==> src/rtl/count_uart_reader_if.sv <==
// -----------------------------------------------------------------------------
// count_uart_reader_if
//   Link between the photon counter and its reader.
//
//   Signals:
//     cnt_in   [31:0]  live count, driven by the counter
//     cnt_clr          one-cycle active-high clear, driven by the reader
//
//   Modports:
//     master  reader side (samples cnt_in, drives cnt_clr)
//     slave   counter side (drives cnt_in, samples cnt_clr)
// -----------------------------------------------------------------------------
interface count_uart_reader_if;
    logic [31:0] cnt_in;
    logic        cnt_clr;

    modport master (input  cnt_in, output cnt_clr);
    modport slave  (output cnt_in, input  cnt_clr);
endinterface : count_uart_reader_if

==> src/rtl/count_uart_reader.sv <==
// -----------------------------------------------------------------------------
// count_uart_reader
//   Opens a fixed-length counting gate, snapshots the photon counter when the
//   gate closes, clears the counter for one cycle and sends the snapshot to the
//   host as a framed 8N1 UART byte stream:
//     SYNC_BYTE, cnt[31:24], cnt[23:16], cnt[15:8], cnt[7:0], CHK
//   CHK is the XOR of the count bytes. Bytes go out back-to-back.
//
//   Optional build macro SEQ_NUM_EN: adds an 8-bit frame sequence number
//   after SYNC_BYTE (7-byte frame); it is included in CHK and advances on
//   every frame start. Dropped snapshots do not consume a number.
//
//   Ports:
//     clk50Mhz  in   system clock, rising edge
//     rst       in   asynchronous active-low reset
//     cnt_bus   if   master side of count_uart_reader_if (cnt_in / cnt_clr)
//     uart_tx   out  serial line, idles high
//     busy      out  high while a frame is being shifted out
//     overrun   out  sticky: a waiting snapshot was overwritten before it
//                    started transmission
// -----------------------------------------------------------------------------
module count_uart_reader #(
    parameter int unsigned CLK_HZ      = 50_000_000,
    parameter int unsigned BAUD        = 115_200,
    parameter int unsigned GATE_CYCLES = 5_000_000,   // must be >= 2
    parameter logic [7:0]  SYNC_BYTE   = 8'hA5
) (
    input  logic                clk50Mhz,
    input  logic                rst,
    count_uart_reader_if.master cnt_bus,
    output logic                uart_tx,
    output logic                busy,
    output logic                overrun
);

    localparam int unsigned BAUD_DIV  = CLK_HZ / BAUD;
    localparam int unsigned TW        = $clog2(GATE_CYCLES);
    localparam int unsigned BW        = (BAUD_DIV > 1) ? $clog2(BAUD_DIV) : 1;
    localparam logic [TW-1:0] GATE_LAST = TW'(GATE_CYCLES - 1);
    localparam logic [BW-1:0] BAUD_LAST = BW'(BAUD_DIV - 1);
`ifdef SEQ_NUM_EN
    localparam int unsigned N_BYTES = 7;
`else
    localparam int unsigned N_BYTES = 6;
`endif
    localparam logic [2:0] LAST_IDX = 3'(N_BYTES - 1);

    typedef enum logic [1:0] {S_IDLE, S_START, S_DATA, S_STOP} tx_state_e;

    logic [TW-1:0] r_timer;
    logic [31:0]   r_shadow;
    logic          r_pending;
    logic          r_overrun;
    tx_state_e     r_state;
    logic [BW-1:0] r_baud;
    logic [2:0]    r_bit;
    logic [2:0]    r_idx;
    logic [31:0]   r_frame;
    logic          r_busy;
    logic          r_tx;
`ifdef SEQ_NUM_EN
    logic [7:0]    r_seq;
    logic [7:0]    r_frame_seq;
`endif

    logic          w_gate_end;
    logic          w_take;
    logic          w_baud_done;
    logic [7:0]    w_chk;
    logic [7:0]    w_byte;
    tx_state_e     w_next_state;
    logic [BW-1:0] w_next_baud;
    logic [2:0]    w_next_bit;
    logic [2:0]    w_next_idx;
    logic          w_next_tx;

    assign w_gate_end  = (r_timer == GATE_LAST);
    // A waiting snapshot is claimed by the FSM only from IDLE.
    assign w_take      = (r_state == S_IDLE) && r_pending;
    assign w_baud_done = (r_baud == BAUD_LAST);

    assign cnt_bus.cnt_clr = w_gate_end;
    assign uart_tx         = r_tx;
    assign busy            = r_busy;
    assign overrun         = r_overrun;

    // ------------------------------------------------------------ gate timer
    // NOTE: sequential state uses non-blocking assignments so every register
    // in the design updates from the same pre-edge values.
    always_ff @(posedge clk50Mhz or negedge rst) begin
        if (!rst) begin
            r_timer <= '0;
        end else if (w_gate_end) begin
            r_timer <= '0;
        end else begin
            r_timer <= r_timer + 1'b1;
        end
    end

    // ------------------------------------------------- snapshot and overrun
    // A new snapshot landing on a still-waiting one is an overrun, unless the
    // FSM is claiming the waiting one in this very cycle.
    // NOTE: the datapath registers are reset as well; they are few and it
    // keeps an abandoned or early frame free of X.
    always_ff @(posedge clk50Mhz or negedge rst) begin
        if (!rst) begin
            r_shadow  <= '0;
            r_pending <= 1'b0;
            r_overrun <= 1'b0;
        end else if (w_gate_end) begin
            r_shadow  <= cnt_bus.cnt_in;
            r_pending <= 1'b1;
            if (r_pending && !w_take) begin
                r_overrun <= 1'b1;
            end
        end else if (w_take) begin
            r_pending <= 1'b0;
        end
    end

    // ------------------------------------------------------ frame contents
`ifdef SEQ_NUM_EN
    assign w_chk = r_frame[31:24] ^ r_frame[23:16] ^ r_frame[15:8] ^ r_frame[7:0]
                 ^ r_frame_seq;
    always_comb begin
        unique case (r_idx)
            3'd0:    w_byte = SYNC_BYTE;
            3'd1:    w_byte = r_frame_seq;
            3'd2:    w_byte = r_frame[31:24];
            3'd3:    w_byte = r_frame[23:16];
            3'd4:    w_byte = r_frame[15:8];
            3'd5:    w_byte = r_frame[7:0];
            default: w_byte = w_chk;
        endcase
    end
`else
    assign w_chk = r_frame[31:24] ^ r_frame[23:16] ^ r_frame[15:8] ^ r_frame[7:0];
    always_comb begin
        unique case (r_idx)
            3'd0:    w_byte = SYNC_BYTE;
            3'd1:    w_byte = r_frame[31:24];
            3'd2:    w_byte = r_frame[23:16];
            3'd3:    w_byte = r_frame[15:8];
            3'd4:    w_byte = r_frame[7:0];
            default: w_byte = w_chk;
        endcase
    end
`endif

    // ------------------------------------------------ TX FSM, next state
    // The line value is computed for the next state and registered, so
    // uart_tx comes straight from a flop and never glitches.
    // NOTE: every output of this block gets a default first so no path can
    // leave one unassigned and infer a latch.
    always_comb begin
        w_next_state = r_state;
        w_next_baud  = r_baud + 1'b1;
        w_next_bit   = r_bit;
        w_next_idx   = r_idx;
        w_next_tx    = 1'b1;

        unique case (r_state)
            S_IDLE: begin
                w_next_baud = '0;
                if (r_pending) begin
                    w_next_state = S_START;
                    w_next_idx   = '0;
                end
            end
            S_START: begin
                if (w_baud_done) begin
                    w_next_state = S_DATA;
                    w_next_baud  = '0;
                    w_next_bit   = '0;
                end
            end
            S_DATA: begin
                if (w_baud_done) begin
                    w_next_baud = '0;
                    if (r_bit == 3'd7) begin
                        w_next_state = S_STOP;
                    end else begin
                        w_next_bit = r_bit + 3'd1;
                    end
                end
            end
            S_STOP: begin
                if (w_baud_done) begin
                    w_next_baud = '0;
                    if (r_idx == LAST_IDX) begin
                        w_next_state = S_IDLE;
                    end else begin
                        w_next_idx   = r_idx + 3'd1;
                        w_next_state = S_START;
                    end
                end
            end
        endcase

        unique case (w_next_state)
            S_START: w_next_tx = 1'b0;
            S_DATA:  w_next_tx = w_byte[w_next_bit];
            default: w_next_tx = 1'b1;
        endcase
    end

    // ------------------------------------------------ TX FSM, registers
    always_ff @(posedge clk50Mhz or negedge rst) begin
        if (!rst) begin
            r_state <= S_IDLE;
            r_baud  <= '0;
            r_bit   <= '0;
            r_idx   <= '0;
            r_busy  <= 1'b0;
            r_tx    <= 1'b1;
        end else begin
            r_state <= w_next_state;
            r_baud  <= w_next_baud;
            r_bit   <= w_next_bit;
            r_idx   <= w_next_idx;
            r_busy  <= (w_next_state != S_IDLE);
            r_tx    <= w_next_tx;
        end
    end

    // The in-flight frame works from its own copy, so later snapshots only
    // touch r_shadow.
    always_ff @(posedge clk50Mhz or negedge rst) begin
        if (!rst) begin
            r_frame <= '0;
        end else if (w_take) begin
            r_frame <= r_shadow;
        end
    end

`ifdef SEQ_NUM_EN
    always_ff @(posedge clk50Mhz or negedge rst) begin
        if (!rst) begin
            r_seq       <= '0;
            r_frame_seq <= '0;
        end else if (w_take) begin
            r_frame_seq <= r_seq;
            r_seq       <= r_seq + 8'd1;
        end
    end
`endif

endmodule : count_uart_reader
==> src/flat_wrapper.sv <==
// flat-port wrapper written by rule: the top's interface ports become plain ports
module count_uart_reader_flat 
#(
    parameter int unsigned CLK_HZ      = 50_000_000,
    parameter int unsigned BAUD        = 115_200,
    parameter int unsigned GATE_CYCLES = 5_000_000,                  
    parameter logic [7:0]  SYNC_BYTE   = 8'hA5
)
  (clk50Mhz, rst, uart_tx, busy, overrun, cnt_bus_cnt_in, cnt_bus_cnt_clr);
  count_uart_reader_if cnt_bus_i ();
  input  logic clk50Mhz;
  input  logic rst;
  output logic uart_tx;
  output logic busy;
  output logic overrun;
  input wire logic [$bits(cnt_bus_i.cnt_in)-1:0] cnt_bus_cnt_in;
  output wire logic [$bits(cnt_bus_i.cnt_clr)-1:0] cnt_bus_cnt_clr;
  assign cnt_bus_i.cnt_in = cnt_bus_cnt_in;
  assign cnt_bus_cnt_clr = cnt_bus_i.cnt_clr;
  count_uart_reader #(.CLK_HZ(CLK_HZ), .BAUD(BAUD), .GATE_CYCLES(GATE_CYCLES), .SYNC_BYTE(SYNC_BYTE)) u_core (.clk50Mhz(clk50Mhz), .rst(rst), .cnt_bus(cnt_bus_i), .uart_tx(uart_tx), .busy(busy), .overrun(overrun));
endmodule
==> config.mk <==
export PLATFORM = sky130hd
export DESIGN_NAME = count_uart_reader_flat
export DESIGN_NICKNAME = d
export VERILOG_FILES = /design/src/rtl/count_uart_reader_if.sv /design/src/rtl/count_uart_reader.sv /design/src/flat_wrapper.sv
export SDC_FILE = /design/constraint.sdc
export NUM_CORES = 1
export LEC_CHECK = 0
export ABC_CLOCK_PERIOD_IN_PS = 2700
export BUFFER_PORTS_ARGS = -buffer_cell sky130_fd_sc_hd__buf_2
export CORE_MARGIN = 1
export CORE_UTILIZATION = 60
export DETAILED_ROUTE_END_ITERATION = 8
export PLACE_DENSITY = 0.79
export SYNTH_ARGS = -nofsm -noshare
export SYNTH_HDL_FRONTEND = slang
export SYNTH_SLANG_ARGS = --single-unit
==> constraint.sdc <==
create_clock -name clk50Mhz -period 2.7 [get_ports clk50Mhz]
set_input_delay 0.54 -clock clk50Mhz [delete_from_list [all_inputs] [get_ports clk50Mhz]]
set_output_delay 0.54 -clock clk50Mhz [all_outputs]
set_load 0.02 [all_outputs]
== Yosys cells after proc, flatten, opt, wreduce, memory -nomap -nowiden ==
Index checks and enable logic that the tools add are counted.

* Bits in registers: 108
* Bits in latches: 0
* Memory bits (writable): 0
* ROM bits: 0
* Input bits: 34
* Output and inout bits: 4
* Logic and storage cells: 70
* Memories kept: 0

* Add/sub/neg operators: 4
* Multipliers: 0
* Div/mod/pow operators: 0
* Magnitude comparators: 1
* Equality and inequality tests: 16
* Shift-type cells: 0
* Muxes and demuxes: 24
* Bitwise logic cells: 3
* Reduce and logical (&&, ||, !) cells: 11

{| class="wikitable"
|+ Operators by type and width
! cell !! number
|-
| $pmux 8 s5 || 1
|-
| $xor 8x8->8 || 3
|-
| $add 23x1->23 const B || 1
|-
| $eq 23x23->1 const B || 1
|-
| $mux 23 || 1
|-
| $mux 3 || 6
|-
| $pmux 9 s2 || 1
|-
| $pmux 3 s2 || 2
|-
| $mux 2 || 5
|-
| $add 9x1->9 const B || 1
|-
| $eq 3x3->1 const B || 3
|-
| $eq 9x9->1 const B || 1
|-
| $mux 9 || 1
|-
| $pmux 2 s4 || 1
|-
| $add 3x1->3 const B || 2
|-
| $eq 2x2->1 const B || 3
|-
| $eq 3x2->1 const B || 2
|-
| $reduce_bool 2->1 || 3
|-
| $eq 2x1->1 const B || 2
|-
| $lt 3x4->1 const B || 1
|-
| $mux 1 || 4
|-
| $ne 2x1->1 const B || 2
|-
| $reduce_and 4->1 || 1
|-
| $bmux 1 s3 || 1
|-
| 9 further kinds || 10
|}

== Depth between registers and ports, before layout ==
Gate-level depths: netlist of run 1.

* Depth after elaboration: 7
* Depth in mapped cells: 10
* Depth with buffers taken out: 9

== Worst setup path after synthesis of run 1 ==
No wires, ideal clock.

* Path type: reg-to-reg
* From: reg u_core.r_state[0]
* To: reg u_core.r_tx, in the netlist u_core.uart_tx
* Library setup time: 0.078 ns
* Data arrival time: 2.151 ns
* Data required time: 2.622 ns
* Setup slack: 0.471 ns
* Stages on the path, launching flop included: 9
* Buffers on the path: 0
* Clock period less this slack: 2.229 ns
* Cells stage by stage: dfrtp_1 -> inv_1 -> ha_1 -> and3_1 -> and3_2 -> a221o_2 -> nand2_1 -> or4b_1 -> a41oi_2

* Word-level cells in the longest chain between the ends: 5
* Elaborated cells between the ends (all ways): 16
* Classes of those cells: 5 x eq/ne; 10 x mux; 1 x reduce/logical

{| class="wikitable"
|+ RTL lines
! item !! RTL line !! source
|-
| start: declaration || count_uart_reader.sv:54 || <nowiki>tx_state_e r_state;</nowiki>
|-
| start signal: assignment || count_uart_reader.sv:217 || <nowiki>r_state <= w_next_state;</nowiki>
|-
| $eq 2x2->1 or $eq 2x1->1 (tied branches) || count_uart_reader.sv:162 || <nowiki>unique case (r_state)</nowiki>
|-
| $pmux 3 s2 * || count_uart_reader.sv:162 ||
|-
| via u_core.w_next_bit[1] || count_uart_reader.sv:73 || <nowiki>logic [2:0] w_next_bit;</nowiki>
|-
| $bmux 1 s3 * || count_uart_reader.sv:202 || <nowiki>S_DATA: w_next_tx = w_byte[w_next_bit];</nowiki>
|-
| $mux 1 (implied by the code) * || count_uart_reader.sv:202 ||
|-
| $pmux 1 s2 * || count_uart_reader.sv:200 || <nowiki>unique case (w_next_state)</nowiki>
|-
| via u_core.w_next_tx || count_uart_reader.sv:75 || <nowiki>logic w_next_tx;</nowiki>
|-
| end signal: assignment || count_uart_reader.sv:222 || <nowiki>r_tx <= w_next_tx;</nowiki>
|-
| end: declaration || count_uart_reader.sv:60 || <nowiki>logic r_tx;</nowiki>
|}

The timed path passes the listed nets; every way through them passes the cells marked *. The select of a mux whose other input is x is not followed.
A chain may end at the register's enable or synchronous reset.

== Final worst setup path of run 1 ==
* From: reg u_core.r_idx[0]
* To: reg u_core.r_tx, in the netlist u_core.uart_tx

* Word-level cells in the longest chain between the ends: 6
* Elaborated cells between the ends (all ways): 15
* Classes of those cells: 7 x eq/ne; 7 x mux; 1 x reduce/logical

{| class="wikitable"
|+ RTL lines
! item !! RTL line !! source
|-
| start: declaration || count_uart_reader.sv:57 || <nowiki>logic [2:0] r_idx;</nowiki>
|-
| start signal: assignment || count_uart_reader.sv:220 || <nowiki>r_idx <= w_next_idx;</nowiki>
|-
| parallel branches: the longest is 5 deep, another holds $pmux 8 s5 || n/a ||
|-
| $pmux 1 s2 * || count_uart_reader.sv:200 ||
|-
| via u_core.w_next_tx || count_uart_reader.sv:75 ||
|}

Mark *: on every way through the listed nets, which the timed path passes. The select of a mux whose other input is x is not followed.

==> impl_metrics.tcl, run 1 <==
set metrics [dict create \
    drc_errors 0 \
    p_leak_nw 2.64 \
    routedWlPerCell_um 15.1 \
    status "completed" \
    core-area_um2 8260 \
    synth_top_family_by_area "simple AND/OR/NAND/NOR gates" \
    total_power_mw 2.65 \
    grt_pass1_wl_mm 16.2 \
    ff2ff_path_depth 9 \
    floorplan.die_area_um2 8970 \
    preCtsSetupSlack_ns 0.281 \
    antenna_found_initial 0 \
    finalSetupViolCount 0 \
    timing.setup.tns_ns 0 \
    m1WireLength_mm 4.60 \
    clock_sinks 108 \
    die_x_um 94.7 \
    drt_iter0_drc 227 \
    nets 581 \
    wl_met3_um 253 \
    synth_fa_ha_area_share_pct 3.40 \
    gp_congestion 0.842 \
    max_slew.worst_pin.slew_ns 0.861 \
    timing.final.crit_share_pct 92.3 \
    grt_pass1_vias 3499 \
    n_fill_cell 651 \
    r2r_end "u_core.uart_tx$_DFF_PN1_" \
    layout_setup_ws_ns 0.209 \
    cts.clk_slew.worst_paths_ns 0.11 \
    hpwl_mm 7.06 \
    required_ns 3.00 \
    ys_warn_count 0 \
    antenna_cells 0 \
    drive_above_1_share_pct 19.9 \
    drtAntennaViolNets 0 \
    cts_htree_levels 3 \
    cp_max_fo 9 \
    clockBufferDepth 2 \
    syn-num-nets 546 \
    finalCriticalPeriod_ns 2.49 \
    routed_wl_mm 9.74 \
    rows 33 \
    cts_resized 0 \
    finClkSkew_ns 0.00988 \
    hold_viol_final 0 \
    rsz0062_at_grt "no" \
    rr_startpoint "u_core.r_idx[0]$_DFFE_PN0P_" \
    cp-start-kind "flop" \
    cts_root_buf "clkbuf_8" \
    hp-class "in2async" \
    ys_ff_latch 108 \
    maxSlewHeadroom_pct 42.3 \
    max_freq_mhz 401 \
    grt_use_total_pct 23.9 \
    highest_layer "met4" \
    drv_slew 0 \
    muxShareOfSynthArea_pct 7.62 \
    cts_buffers 9 \
    cts_tree "built" \
    synthSimpleGateAreaFrac_pct 18.2 \
    ys_types 57 \
    arrival_ns 2.79 \
    critical_path_class "reg2reg" \
    synth_xor_xnor_area_share_pct 8.49 \
    synthesis.area_um2 5160 \
    synthCells 498 \
    synth_ff_type "dfrtp_1" \
    initial_utilization_pct 62.4 \
    dieHeight_um 94.7 \
    grt_max_degree 51 \
    io_pins 38 \
    synth-compound-area-share_pct 7.28 \
    max-vdd-ir-drop_mv 0.352 \
    synth_edf_count 0 \
    wl_met2_mm 4.75 \
    cts_setup_buffers 0 \
    powerDensity_nw_per_um2 470 \
    vias 3542 \
    seq_area_frac_synth_pct 52.4 \
    detail_route.vias_per_cell 5.51 \
    clk_latency_ns 0.37 \
    async_flop_share_pct 100 \
    syn2layout_area_growth_pct 9.42 \
    cts_hold_buf 0 \
    grt-ovfl-total 0 \
    r2r_slack_ns 0.21 \
    crit_path_end_kind "flop" \
    avgSynthCellArea_um2 10.4 \
    drtPass1Iterations 4 \
    portBuffers 37 \
    maxCapViolCount 0 \
]
## critical path, cell delays in order (launching register included)
cell      delay (ns)
dfrtp_1         0.42
ha_1            0.21
ha_1            0.30
nor2_1          0.18
o21ai_1         0.23
o22ai_1         0.23
a221oi_1        0.08
nand2_1         0.10
or4b_1          0.46
a41oi_2         0.22
## cells in the mapped netlist (all sizes together) (2+ instances only)
cell | count | share of area (%)
a21oi | 7 | 0.68
or2 | 3 | 0.36
and2 | 3 | 0.41
xor2 | 16 | 2.7
inv | 12 | 0.87
nand3 | 16 | 1.6
a32oi | 3 | 0.51
o221ai | 2 | 0.34
mux2 | 32 | 7.0
buf | 5 | 0.36
clkbuf | 13 | 1.3
o21ai | 16 | 1.6
ha | 14 | 3.4
and3 | 8 | 0.99
xnor2 | 34 | 5.8
nand3b | 2 | 0.29
a221o | 2 | 0.41
nand2 | 119 | 8.7
nand4 | 2 | 0.24
a221oi | 4 | 0.68
a22oi | 6 | 0.87
nor3 | 3 | 0.29
nor2 | 42 | 3.2
dfrtp | 107 | 52
nand4b | 2 | 0.46
o22ai | 2 | 0.24
## registers in the layout, indices dropped and copies added, names as in the netlist
signal and count:
u_core.overrun 1, u_core.r_shadow 32, u_core.r_bit 3, u_core.r_pending 1, u_core.busy 1, u_core.uart_tx 1
u_core.r_state 2, u_core.r_timer 23, u_core.r_frame 32, u_core.r_idx 3, u_core.r_baud 9
## report_power, final
part           leakage [nW]  internal (mW)  switching, mW
sequential             1.32           1.62              0
clock                0.0983          0.368          0.608
combinational          1.22         0.0213         0.0367
## kinds of logic (layout without fill, tap and decap cells)
group	count (synthesis)	count (layout)
simple gates	209	209
flops	108	108
compound gates	53	53
xor+xnor	50	50
mux	34	34
buf+inv	30	70
fa+ha+maj	14	14
## layer usage
| layer | track usage (%) | up-vias |
|---|---|---|
| met3 | 4.59 | 11 |
| met5 | 0 | - |
| li1 | - | 1744 |
| met1 | 31.4 | 1739 |
| met4 | 7.20 | 0 |
| met2 | 40.5 | 48 |
## worst max path at each step
| stage | startpoint | end | slack (ns) | cells after the start |
|---|---|---|---|---|
| finish | u_core.r_idx[0]$_DFFE_PN0P_ | u_core.uart_tx$_DFF_PN1_ | 0.21 | 9 |
| CTS | u_core.r_timer[17]$_DFF_PN0_ | cnt_bus_cnt_clr | 0.21 | 4 |
| global route | u_core.r_idx[0]$_DFFE_PN0P_ | u_core.uart_tx$_DFF_PN1_ | 0.02 | 9 |
| global placement | u_core.r_state[1]$_DFF_PN0_ | u_core.uart_tx$_DFF_PN1_ | 0.40 | 8 |
| detailed placement | u_core.r_state[1]$_DFF_PN0_ | u_core.uart_tx$_DFF_PN1_ | 0.28 | 8 |
| floorplan | u_core.r_state[0]$_DFF_PN0_ | u_core.uart_tx$_DFF_PN1_ | 0.47 | 8 |
## cell type report
type / instances / area, um2 / share of cell area [%]
Clock inverter: 7 / 77.6 / 1.38
Multi-Input combinational cell: 360 / 2320 / 41.2
Tap cell: 105 / 131 / 2.33
Inverter: 12 / 45.0 / 0.798
Timing Repair Buffer: 42 / 238 / 4.21
Sequential cell: 108 / 2700 / 47.9
Clock buffer: 9 / 124 / 2.20
## cells in the final DEF, fill, tap and decap left out, drive strengths merged, types with 3 or more instances in the layout
cell type  Yosys  routed
a21oi          7       7
a32oi          3       3
or2            3       3
o21ai         16      16
xor2          16      16
dfrtp        107     107
inv           12      16
nor2          42      42
a22oi          6       6
nand2        119     119
nand3         16      16
buf            5      42
mux2          32      32
and3           8       8
ha            14      14
xnor2         34      34
a221oi         4       4
nor3           3       3
and2           3       3
clkbuf        13       9
## through the flow
step	hold slack [ns]	instance area, um2	util, %	instances
detailed placement	0.456	5440	65.9	627
global route	0.108	5640	68.3	643
CTS	0.0954	5640	68.3	643
floorplan	0.244	5160	-	498
finish	0.0857	5640	68.3	643
global placement	0.448	5440	65.9	627
No activity file was read; power rests on OpenSTA's default activity.
==> run 2, diff against run 1 <==
--- a/config.mk
+++ b/config.mk
@@ -10,6 +10,7 @@
 export CORE_MARGIN = 1
 export CORE_UTILIZATION = 60
 export DETAILED_ROUTE_END_ITERATION = 8
+export MAX_ROUTING_LAYER = met4
 export PLACE_DENSITY = 0.79
 export SYNTH_ARGS = -nofsm -noshare
 export SYNTH_HDL_FRONTEND = slang
==> run 2 against run 1 <==
Effect of this change: fmax barely moved; setup slack got worse by 0.0014 ns; register-to-register slack better by 0.03 ns; critical path type is now reg2out; critical endpoint is now cnt_bus_cnt_clr; largest power group unchanged.
==> impl_metrics.tcl, run 2 (synthesized netlist as in run 1, its figures left out) <==
set metrics [dict create \
    rsz0062_at_grt "no" \
    hold_viol_final 0 \
    io_pins 38 \
    vias 3578 \
    max_slew.worst_pin.slew_ns 0.798 \
    detail_route.vias_per_cell 5.55 \
    cts_buffers 9 \
    syn2layout_area_growth_pct 9.66 \
    cts_setup_buffers 0 \
    gp_congestion 0.853 \
    timing.setup.tns_ns 0 \
    p_sw_uw 590 \
    max_freq_mhz 401 \
    maxCapViolCount 0 \
    cts_htree_levels 3 \
    grt_pass1_wl_mm 16.6 \
    floorplan.die_area_um2 8970 \
    routedWlPerCell_um 15.3 \
    critical_path_class "reg2out" \
    worst_path_max_delay_cell "nor4b_1" \
    nets 583 \
    drive_above_1_share_pct 20.0 \
    preCtsSetupSlack_ns 0.317 \
    clock_sinks 108 \
    hp-class "in2async" \
    internal-power_mw 2.08 \
    max-vdd-ir-drop_mv 0.303 \
    finalSetupViolCount 0 \
    finalCriticalPeriod_ns 2.49 \
    rows 33 \
    antenna_found_initial 0 \
    max_stage_delay_ns 0.49 \
    maxSlewHeadroom_pct 46.5 \
    reg.largest.list "u_core.r_frame: 32 flops, u_core.r_shadow: 32 flops, u_core.r_timer: 23 flops" \
    worst-path-buf-inv 1 \
    powerDensity_nw_per_um2 472 \
    drv_slew 0 \
    crit_path_end_kind "primary output" \
    pwr-share-seq_pct 60.6 \
    timing.final.crit_share_pct 92.3 \
    cts_hold_buf 0 \
    grt-ovfl-total 0 \
    final_cell_mix "nand2_1, dfrtp_1, nor2_1" \
    final_common_cell "nand2_1" \
    clockBufferDepth 2 \
    portBuffers 37 \
    initial_utilization_pct 62.4 \
    finClkSkew_ns 0.0147 \
    drt_iter0_drc 275 \
    combPwrFrac_pct 2.2 \
    arrival_ns 1.95 \
    cp-start-kind "flop" \
    p_leak_nw 2.65 \
    die_x_um 94.7 \
    required_ns 2.16 \
    cts_tree "built" \
    status "completed" \
    grt_pass1_vias 3472 \
    layout_setup_ws_ns 0.208 \
    switching_share_pct 22.1 \
    drtPass1Iterations 4 \
    cp_max_fo 4 \
    grt_max_degree 45 \
    clk_latency_ns 0.37 \
    cts.clk_slew.worst_paths_ns 0.11 \
    cts_resized 0 \
    drc_errors 0 \
    antenna_cells 0 \
    routed_wl_mm 9.85 \
    grt_use_total_pct 25.1 \
    cts_root_buf "clkbuf_8" \
    dieHeight_um 94.7 \
    drtAntennaViolNets 0 \
    crit_chain "nor4b_1 > nand4_1 > nor2_1 > buf_2" \
    crit_family "simple AND/OR/NAND/NOR gates" \
    core-area_um2 8260 \
    p_clk_share_pct 37.2 \
    hpwl_mm 7.23 \
]
-- run 2: changes by cell type in the layout (fill, tap and decap cells not counted) --
| cell | change |
|---|---|
| buf_4 | +2 |
| bufinv_16 | +1 |
| clkbuf_1 | +1 |
| clkinv_2 | +1 |
| clkinv_4 | +1 |
| clkinv_8 | -2 |
| inv_6 | -2 |
-- run 2: final cells by class --
type / count / area [um2]
Inverter: 12 / 45.0
Clock buffer: 10 / 128
Multi-Input combinational cell: 360 / 2320
Tap cell: 105 / 131
Sequential cell: 108 / 2700
Fill cell: 665 / 2600
Clock inverter: 6 / 71.3
Timing Repair Buffer: 44 / 253
-- run 2: final timing paths --
path	startpoint	endpoint	slack (ns)	depth (start not counted)
worst min-delay path	rst	u_core.r_baud[7]$_DFF_PN0_	0.15	1
worst max-delay path	u_core.r_timer[20]$_DFF_PN0_	cnt_bus_cnt_clr	0.21	4
min in group clk50Mhz	cnt_bus_cnt_in[30]	u_core.r_shadow[30]$_DFFE_PN0P_	0.36	3
worst min register to register	u_core.r_shadow[30]$_DFFE_PN0P_	u_core.r_shadow[30]$_DFFE_PN0P_	0.47	2
worst max register to register	u_core.r_idx[0]$_DFFE_PN0P_	u_core.uart_tx$_DFF_PN1_	0.24	9
max in group asynchronous	rst	u_core.r_timer[10]$_DFF_PN0_	1.90	2
-- run 2: through the flow --
| stage | util, % | hold slack [ns] | total power [mW] | instances | instance area, um2 |
|---|---|---|---|---|---|
| floorplan | - | 0.244 | 1.65 | 498 | 5160 |
| CTS | 68.5 | 0.175 | 2.70 | 645 | 5650 |
| detailed placement | 66.1 | 0.454 | 1.71 | 629 | 5460 |
| global route | 68.5 | 0.191 | 2.77 | 645 | 5650 |
| global placement | 66.1 | 0.447 | 1.71 | 629 | 5460 |
| finish | 68.5 | 0.153 | 2.67 | 645 | 5650 |
-- run 2: power by group through the flow --
stage               registers, mW  clock network (mW)  logic (mW)
global route                 1.62                1.08      0.0702
floorplan                    1.65                   0    0.000527
global placement             1.65                   0      0.0601
CTS                          1.62                1.02      0.0631
finish                       1.62               0.991      0.0600
detailed placement           1.65                   0      0.0626
-- run 2: metal layers --
layer | GRT usage, % | up-vias | share of wire (%) | wire [um]
li1 | - | 1748 | - | -
met5 | - | - | 0 | 0
met4 | 9.47 | 0 | 1.8 | 178
met2 | 39.7 | 61 | 49 | 4850
met3 | 3.54 | 16 | 2.8 | 279
met1 | 33.1 | 1753 | 46 | 4540
